## config.mk

```make
export PLATFORM = sky130hd
export DESIGN_NAME = mem_dump_tx
export DESIGN_NICKNAME = d
export VERILOG_FILES = /design/src/rtl/mem_dump_tx.sv
export SDC_FILE = /design/constraint.sdc
export NUM_CORES = 1
export LEC_CHECK = 0
export CELL_PAD_IN_SITES_DETAIL_PLACEMENT = 1
export CELL_PAD_IN_SITES_GLOBAL_PLACEMENT = 1
export CORE_ASPECT_RATIO = 0.75
export CORE_MARGIN = 4
export CORE_UTILIZATION = 42
export CTS_CLUSTER_DIAMETER = 60
export DETAILED_ROUTE_END_ITERATION = 6
export GPL_ROUTABILITY_DRIVEN = 1
export GPL_TIMING_DRIVEN = 1
export PLACE_DENSITY = 0.91
export SYNTH_ARGS = -nofsm -noshare
export SYNTH_HDL_FRONTEND = slang
export SYNTH_SLANG_ARGS = --single-unit
```

## constraint.sdc

```tcl
create_clock -name CLK -period 3.2 [get_ports CLK]
set_input_delay 0.48 -clock CLK [delete_from_list [all_inputs] [get_ports CLK]]
set_output_delay 0.48 -clock CLK [all_outputs]
set_load 0.03 [all_outputs]
```

## src/rtl/mem_dump_tx.sv

```systemverilog
// rtl/mem_dump_tx.sv - reads a block of instruction memory and streams it out over an 8N1 UART
//
// Purpose:
//   On a start request, transmits the word count (LSB, MSB) followed by each
//   16-bit memory word (LSB, MSB), matching the format the loader consumes.
//   Bytes are sent back-to-back; the only idle time in the stream is the two
//   cycles per word spent fetching from memory.
//
// Parameters:
//   CLK_FREQ   - CLK frequency in Hz
//   BAUD_RATE  - UART bit rate; BIT_CYCLES = CLK_FREQ / BAUD_RATE clocks per bit
//
// Ports:
//   CLK        in   system clock, rising edge
//   RESET      in   asynchronous active-low reset
//   start      in   one-cycle dump request (ignored while a dump is running)
//   word_count in   number of words to dump, sampled with start
//   mem_rd_en  out  one-cycle memory read strobe
//   mem_addr   out  word address, valid while mem_rd_en is high
//   mem_rdata  in   read data, valid the cycle after mem_rd_en
//   tx         out  UART serial line, idle high
//   busy       out  dump in progress
//   done       out  one-cycle completion pulse

module mem_dump_tx #(
    parameter int CLK_FREQ  = 50000000,
    parameter int BAUD_RATE = 9600
) (
    input  logic        CLK,
    input  logic        RESET,
    input  logic        start,
    input  logic [15:0] word_count,
    output logic        mem_rd_en,
    output logic [15:0] mem_addr,
    input  logic [15:0] mem_rdata,
    output logic        tx,
    output logic        busy,
    output logic        done
);

    localparam int BIT_CYCLES = CLK_FREQ / BAUD_RATE;
    localparam int CW         = (BIT_CYCLES > 1) ? $clog2(BIT_CYCLES) : 1;
    localparam logic [CW-1:0] BAUD_LAST = CW'(BIT_CYCLES - 1);
    localparam logic [3:0]    BIT_LAST  = 4'd9;

    typedef enum logic [2:0] {
        IDLE,
        SEND_CNT_L,
        SEND_CNT_H,
        FETCH,
        WAIT_DATA,
        SEND_W_L,
        SEND_W_H,
        FINISH
    } state_t;

    state_t        state_q, state_d;
    logic [15:0]   count_q, count_d;
    logic [15:0]   addr_q,  addr_d;
    logic [15:0]   word_q,  word_d;
    logic [CW-1:0] baud_q,  baud_d;
    logic [3:0]    bit_q,   bit_d;

    logic       sending;
    logic       byte_done;
    logic       last_word;
    logic [7:0] tx_byte;
    logic [9:0] frame;

    always_ff @(posedge CLK or negedge RESET) begin
        if (!RESET) begin
            state_q <= IDLE;
            count_q <= 16'd0;
            addr_q  <= 16'd0;
            word_q  <= 16'd0;
            baud_q  <= '0;
            bit_q   <= 4'd0;
        end else begin
            state_q <= state_d;
            count_q <= count_d;
            addr_q  <= addr_d;
            word_q  <= word_d;
            baud_q  <= baud_d;
            bit_q   <= bit_d;
        end
    end

    always_comb begin
        state_d   = state_q;
        count_d   = count_q;
        addr_d    = addr_q;
        word_d    = word_q;
        baud_d    = baud_q;
        bit_d     = bit_q;

        sending   = (state_q == SEND_CNT_L) || (state_q == SEND_CNT_H) ||
                    (state_q == SEND_W_L)   || (state_q == SEND_W_H);
        byte_done = sending && (baud_q == BAUD_LAST) && (bit_q == BIT_LAST);
        // Compared in 17 bits so a count of 0xFFFF ends after address 0xFFFE
        // without the address register ever having to hold a wrapped value.
        last_word = ({1'b0, addr_q} + 17'd1) == {1'b0, count_q};

        case (state_q)
            SEND_CNT_L: tx_byte = count_q[7:0];
            SEND_CNT_H: tx_byte = count_q[15:8];
            SEND_W_L:   tx_byte = word_q[7:0];
            SEND_W_H:   tx_byte = word_q[15:8];
            default:    tx_byte = 8'hFF;
        endcase
        // Frame bit 0 is the start bit, 1..8 the data LSB first, 9 the stop bit.
        frame = {1'b1, tx_byte, 1'b0};

        // Bit timer only runs inside a byte; it is back at zero whenever a
        // byte completes, so the next byte starts cleanly on the next cycle.
        if (sending) begin
            if (baud_q == BAUD_LAST) begin
                baud_d = '0;
                bit_d  = (bit_q == BIT_LAST) ? 4'd0 : bit_q + 4'd1;
            end else begin
                baud_d = baud_q + CW'(1);
            end
        end

        case (state_q)
            IDLE: begin
                if (start) begin
                    count_d = word_count;
                    addr_d  = 16'd0;
                    baud_d  = '0;
                    bit_d   = 4'd0;
                    state_d = SEND_CNT_L;
                end
            end
            SEND_CNT_L: begin
                if (byte_done) state_d = SEND_CNT_H;
            end
            SEND_CNT_H: begin
                if (byte_done) state_d = (count_q != 16'd0) ? FETCH : FINISH;
            end
            FETCH: begin
                state_d = WAIT_DATA;
            end
            WAIT_DATA: begin
                word_d  = mem_rdata;
                state_d = SEND_W_L;
            end
            SEND_W_L: begin
                if (byte_done) state_d = SEND_W_H;
            end
            SEND_W_H: begin
                if (byte_done) begin
                    addr_d  = addr_q + 16'd1;
                    state_d = last_word ? FINISH : FETCH;
                end
            end
            FINISH: begin
                state_d = IDLE;
            end
            default: begin
                state_d = IDLE;
            end
        endcase
    end

    // Outputs decode directly from registered state so reset forces them at once.
    assign tx        = sending ? frame[bit_q] : 1'b1;
    assign mem_rd_en = (state_q == FETCH);
    assign mem_addr  = addr_q;
    assign busy      = (state_q != IDLE) && (state_q != FINISH);
    assign done      = (state_q == FINISH);

endmodule
```

== Word-level counts from Yosys, hierarchy flattened ==
Cells that the tools add are included.
Storage, ports and cells
  register bits: 68
  bits in latches: 0
  memory bits (writable): 0
  bits in read-only memories: 0
  output and inout port bits: 20
  word-level logic and storage cells: 64
  memories kept: 0
Cells by class
  add/subtract/negate cells: 4
  multiply operators: 0
  divide/modulo/power cells: 0
  order comparisons: 1
  equality and inequality tests: 16
  shift operators: 0
  muxes and demuxes: 24
  bitwise gates (word level): 0
  reduce and logical (&&, ||, !) cells: 13
Operators by type and width (number)
  $mux 13: 4
  $mux 16: 2
  $pmux 16 s2: 1
  $pmux 8 s4: 1
  $pmux 3 s8: 1
  $mux 3: 7
  $mux 4: 5
  $add 16x1->17 const B: 1
  $eq 17x16->1: 1
  $add 16x1->16 const B: 1
  $reduce_bool 16->1: 1
  $add 13x1->13 const B: 1
  $eq 13x13->1 const B: 1
  $eq 3x3->1 const B: 4
  $ne 2x2->1 const B: 5
  $eq 3x2->1 const B: 2
  $lt 4x5->1 const B: 1
  $reduce_and 5->1: 1
  $add 4x1->4 const B: 1
  $bmux 1 s4: 1
  $eq 4x4->1 const B: 1
  $eq 3x1->1 const B: 1
  $logic_and 1x1->1: 3
  $logic_not 3->1: 1
  other kinds (7): 10

== Longest topological paths before layout ==
  depth after elaboration: 8
  gate-level depth with buffers: 9
  depth with buffers taken out: 8

== Least setup slack after synthesis ==
No wires, ideal clock.
  kind: reg2out
  start point: reg state_q[0]
  end point: out tx
  arrival: 2.766 ns
  data required time: 2.720 ns
  setup slack: -0.046 ns
  cell stages (with the launch flop): 10
  buffers on the path: 1
  cells stage by stage: dfrtp_1 inv_1 ha_1 clkbuf_1 nand2_1 a21oi_1 a221oi_1 o21ai_0 o311a_1 o311ai_0
Between the ends
  cells in the longest elaborated chain, start to end: 5
  elaborated cells between the ends (all ways): 11
RTL lines
  start, declared: RTL line 57  | state_t state_q, state_d;
  start signal, assigned: RTL line 79  | state_q <= state_d;
  $eq 3x3->1, or another cell as far along: RTL line 97, 103
  $pmux 8 s4 or $logic_or 1x1->1 (tied branches): RTL line 103, 96
  $bmux 1 s4 or $logic_or 1x1->1 (tied branches): RTL line 166, 96
  $mux 1 (implied by the code) or $logic_or 1x1->1 (tied branches): RTL line 166, 97
  $mux 1 (*): RTL line 166  | assign tx = sending ? frame[bit_q] : 1'b1;
  end, declared: RTL line 36  | output logic tx,
Mark *: on every way between the ends. The rest lies on a longest branch, timed or not. The select of a mux whose other input is x is not followed.

== Worst setup path after layout ==
Ends and elaborated chain as after synthesis.

==> flow_metrics.tcl <==
set metrics [dict create \
    synthToLayoutAreaGrowth_pct 25.9 \
    peakVddDrop_uv 253 \
    drive_gt1_share_pct 12.6 \
    synthCells 430 \
    fp.dieW_um 120 \
    clock_skew_ps 5.34 \
    slowest_delay_ps 400 \
    postCtsSetupBuffers 0 \
    critPathKind "flop to output port" \
    power_w 0.00213 \
    io_buffers 54 \
    first_iter_violations 334 \
    diodes 0 \
    grt_pass1_wl_um 20500 \
    vias 3523 \
    status "complete, no violations" \
    dp.cells 596 \
    synthMostInstantiatedCell "nand2_1" \
    grt_max_degree 31 \
    place_congestion 0.927 \
    clk_path_buf_depth 2 \
    cts_tree "built" \
    final-hold-violation-count 0 \
    maxSlewViolCount 0 \
    clk_latency_ps 340 \
    via_per_inst 5.76 \
    antenna_left 0 \
    fp.dieH_um 91.7 \
    synth_largest_type_area_fraction_pct 43.4 \
    mappedNetlistNets 471 \
    clkSinkCount 68 \
    setup_tns_ps 0 \
    setup_viol 0 \
    detailed_place_hpwl_um 8980 \
    start_util_pct 43.2 \
    antenna_found_initial 0 \
    ys_ff_latch 68 \
    cts.htree.levels 3 \
    io_pins 55 \
    arrival_ps 2590 \
    period_share_pct 95.9 \
    period_needed_ps 3070 \
    endpoint_kind "output port" \
    drc 0 \
    cts_root_buf "clkbuf_16" \
    cts_hold_buf 0 \
    fp.coreArea_mm2 0.00908 \
    slowest_stage "dfrtp_1" \
    cp.required_ps 2720 \
    grt_overflow 0 \
    power_density_mw_per_mm2 431 \
    worstMarginPinSlew_ps 647 \
    cts.repair.resized 0 \
    synth_commonest_cells "nand2_1 (73), dfrtp_1 (68), nor2_1 (41)" \
    cellLeakagePower_nw 2.17 \
    grt_usage_pct 23.6 \
    totalWireLength_um 12300 \
    numCtsBuffers 9 \
    start_kind "flop" \
    layout.nets 520 \
    yosysTopAreaCell "dfrtp_1" \
    drv_cap 0 \
    fin_cells 612 \
    path_cells "inv_1 -> ha_2 -> nand2_1 -> a21oi_1 -> a221oi_1 -> o21ai_0 -> o311a_1 -> o311ai_1 -> buf_4" \
    synth-main-ff-cell "dfrtp_1" \
    cts.reportedPaths.clkPinSlew_ps 50 \
    wl_per_cell_um 20.1 \
    syn_area_mm2 0.00392 \
    yosys_warnings 0 \
    slew-limit-headroom_pct 56.9 \
    synth_edf_count 0 \
    async_flop_share_pct 100 \
    drtPass1Iterations 5 \
    die_area_mm2 0.0110 \
    seq_area_frac_synth_pct 43.4 \
    grt_pass1_vias 3785 \
    hold_class "primary input to async pin" \
    fmax_mhz 326 \
    rsz0062_at_grt "no" \
    rows 30 \
    cp_max_fo 11 \
    synth_area_leaders "dfrtp_1 (43%), mux2_2 (8.0%), nand2_1 (7.0%), xnor2_1 (4.7%), nor2_1 (3.9%)" \
    yosysUniqueCellTypes 46 \
    syn_avg_cell_area_um2 9.13 \
]
-- area by class of cell --
cell class                      instances  area, µm²
Fill cell                            1055       4140
Clock inverter                          4       95.1
Inverter                                8       30.0
Timing Repair Buffer                   62        593
Clock buffer                           12        256
Multi-Input combinational cell        330       2100
Tap cell                              128        160
Sequential cell                        68       1700
-- layout by cell type, fill, tap and decap left out, types with 2 or more instances in the layout --
cell,n
nand2_1,73
and4_1,2
or4_1,2
o2111ai_1,2
o21ai_1,2
or2_2,2
a22oi_1,4
nor3_1,4
o31ai_1,11
xnor2_1,21
buf_4,9
xor2_1,17
and3_1,6
inv_1,8
a21o_1,2
clkbuf_8,2
nor2_1,41
ha_1,4
dfrtp_1,68
mux2_2,28
nor2b_1,5
nor4_1,5
nand2b_1,3
nand3_1,17
clkbuf_16,9
nand4_1,10
bufinv_16,3
ha_2,2
o21ai_0,26
and2_1,6
a221oi_1,6
a21oi_1,9
mux2i_1,3
clkdlybuf4s50_1,52
-- flip-flops by register name, indices dropped and copies added (netlist names) --
signal / flops
mem_addr: 16
baud_q: 13
bit_q: 4
word_q: 16
count_q: 16
state_q: 3
-- metal layers --
metal	GRT usage, %	part of all wire [%]	vias up
li1	-	-	1602
met2	35.8	45	150
met1	33.2	46	1753
met5	0	0	-
met3	5.36	7.5	18
met4	8.10	1.7	0
-- kinds of logic (layout without fill, tap and decap cells) --
family                   after synthesis  after routing  share of synthesized area (%)
AO/OA/AOI/OAI                         71             71                           11.7
buffers and inverters                 32             86                           3.16
flip-flops                            68             68                           43.4
AND/OR/NAND/NOR                      184            184                           22.6
adder cells (fa/ha/maj)                6              6                           1.91
multiplexers                          31             31                           8.80
XOR/XNOR                              38             38                           8.48
-- critical path, delay by kind of cell (launching register included) --
kind,cells,cell delay [ps]
DFF,1,400
AOI/OAI and AO/OA,5,950
buffers and inverters,2,340
adders and majority gates,1,380
and+or+nand+nor,1,170
-- report_power, final --
part	internal, W	switching (W)
registers	0.000871	0.00000860
logic	0.0000448	0.0000271
clock network	0.000802	0.000375
total	0.00172	0.000410
-- per-stage QoR --
step | utilization, % | setup slack, ps | area [µm²] | hold WS [ps]
3_5_place_dp | 50.5 | 417 | 4580 | 410
2_1_floorplan | - | 313 | 3920 | 184
5_1_grt | 54.4 | 33.3 | 4940 | 77.2
4_1_cts | 54.3 | 57.6 | 4930 | 47.8
6_report | 54.4 | 132 | 4940 | 42.8
3_3_place_gp | 50.5 | 557 | 4580 | 408
-- path summary, 6_finish.rpt --
check | slack [ps] | start | to | depth (start not counted)
worst max-delay path | 130 | state_q[0] | tx | 9
worst min-delay path | 40 | RESET | mem_addr[11] | 1
worst max register to register | 490 | state_q[1] | mem_addr[15] | 8
worst min register to register | 520 | word_q[11] | word_q[11] | 1
max in group asynchronous | 2420 | RESET | baud_q[1] | 2
min in group CLK | 520 | word_q[11] | word_q[11] | 1
(Power assumes the default switching activity.)
==> patch, RTL diff (same flow settings) <==
Take the reset off `addr_q` and load it in a clocked block of its own.
--- a/src/rtl/mem_dump_tx.sv
+++ b/src/rtl/mem_dump_tx.sv
@@ -73,3 +73,2 @@
             count_q <= 16'd0;
-            addr_q  <= 16'd0;
             word_q  <= 16'd0;
@@ -80,3 +79,2 @@
             count_q <= count_d;
-            addr_q  <= addr_d;
             word_q  <= word_d;
@@ -85,2 +83,6 @@
         end
+    end
+
+    always_ff @(posedge CLK) begin
+        addr_q <= addr_d;
     end
Formal check against the unedited RTL: no difference found for any inputs over 10 cycles, from zero or initial values and one cycle with RESET low; that may be too few to reach the edited logic, so the function may still have changed.
==> patch against the unedited design <==
  * Design area about the same
  * Critical path depth unchanged
  * Sequential cell count unchanged
  * Area after synthesis about the same
  * Maximum frequency decreased by 2.7%
  * Wire length increased by 5.3%
  * Setup slack got worse by 0.084 ns
  * Power decreased by 6.2%
==> patch: results (changes against the unedited design) <==
Run status:
- The flow ran to the end, and the final reports show no timing, DRC or antenna violations.

Global route:
- The met3 capacity usage during global routing is 5.425% (+0.062 points).
- The number of global-route vias before repair came to 3,655 (-3.4%).
- The overall track demand over capacity in global routing is 23.52% (-0.057 points).
- The met2 capacity usage during global routing came to 38.35% (+2.6 points).
- The met1 layer usage reported by global route is 30.10% (-3.1 points).
- The wire length of the first global-routing pass was 20,070 µm (-2.1%).
- The pin count of the biggest net entering global routing is 28 (-9.7%).

Pwr:
- The switching part of the total power is 22.56% (+3.3 points).
- The power share of the sequential group is 45.2% (+3.9 points).
- The net switching component of the power came to 450.6 µW (+9.8%).
- The worst supply voltage drop on vdd is 0.2848 mV (+13%).

Place:
- The worst slack after detailed placement is 0.1887 ns (-0.2285 ns).
- The half-perimeter wire length of the detailed placement result is 8703 µm (-3.1%).
- The total placed instance area came to 4597 µm² (+0.30%).
- The placer congestion estimate is 0.8603 (-7.2%).

Routing:
- The DRC violation total after the first TritonRoute iteration is 262 (-22%).
- The total number of vias is 3,480 (-1.2%).
- The routed metal-1 wirelength is 5308 µm (-6.1%).
- The average wire length per cell after detail routing came to 22.62 µm (+12%).
- The detailed-routing iteration count for the pre-antenna-repair pass was 6 (+1).

Finish:
- The post-layout net count is 481 (-7.5%).
- The area taken by flip-flops and latches was 1782 µm² (+4.7%).
- The number of standard cells in the final layout excluding fillers is 573 (-6.4%).
- The number of fill cells is 1,032 (-2.2%).

Timing:
- The post-route worst hold slack came to 0.1764 ns (+0.1335 ns).
- The share of the cycle needed by the critical path after routing is 98.49% (+2.6 points).
- The setup skew after layout was 0.007898 ns (+0.002555 ns).
- The normalized max-slew margin was 46.44% (-10 points).

Yosys:
- Ranked by total cell area, the synthesized netlist is headed by sky130_fd_sc_hd__dfrtp_1 (33%), sky130_fd_sc_hd__edfxtp_1 (12%), sky130_fd_sc_hd__mux2_2 (8.9%).
- The sequential fraction of the synthesis area was 45.36% (+2.0 points).
- Ranked by instance count, the synthesized netlist is headed by sky130_fd_sc_hd__dfrtp_1 (52), sky130_fd_sc_hd__nor2_1 (43), sky130_fd_sc_hd__mux2_2 (31).
- The number of enable flip-flop cells after synthesis is 16 (+16).
- The synthesized net count was 429 (-8.9%).
- The share of async-settable or async-resettable flops after synthesis came to 76.47% (-24 points).
- The number of distinct standard cells referenced by the synthesized netlist is 55 (+20%).
- The synthesized instance count was 388 (-9.8%).
- The mux contribution to synthesized area is 9.653% (+0.85 points).
- The compound-cell area share of the yosys netlist was 9.653% (-2.0 points).
- The xor and xnor area share after synthesis is 9.493% (+1.0 points).

Worst setup path:
- The terminus of the critical flop-to-flop path is state_q[2].
- The critical-path maximum fanout was 3 (-8).
- The depth of the worst register-to-register path is 9 (+1).
- The category of cells accounting for the largest share of critical-path delay is simple AND/OR/NAND/NOR gates.
- The largest stage delay on the critical path is 0.44 ns (+0.04 ns).
-- patch: cell count changes after synthesis, moves of 3 or more --
cell                       delta
sky130_fd_sc_hd__nand3_1      +6
sky130_fd_sc_hd__dfrtp_1     -16
sky130_fd_sc_hd__xor2_1       +3
sky130_fd_sc_hd__o21ai_0     -17
sky130_fd_sc_hd__clkbuf_1     -5
sky130_fd_sc_hd__a221oi_1     +3
sky130_fd_sc_hd__nor3_1       +4
sky130_fd_sc_hd__o31ai_1      -9
sky130_fd_sc_hd__inv_1        +4
sky130_fd_sc_hd__nor4_1       +3
sky130_fd_sc_hd__mux2_2       +3
sky130_fd_sc_hd__nand2_1     -48
sky130_fd_sc_hd__edfxtp_1    +16
-- patch: area by class of cell --
cell class              instances  share of cell area, %
multi-input cells             287                  41.67
flip-flops and latches         68                  36.10
repair buffers                 62                  12.02
clock buffers                   9                  4.563
well taps                     128                  3.245
clock inverters                 7                  1.496
inverters                      12                 0.9125
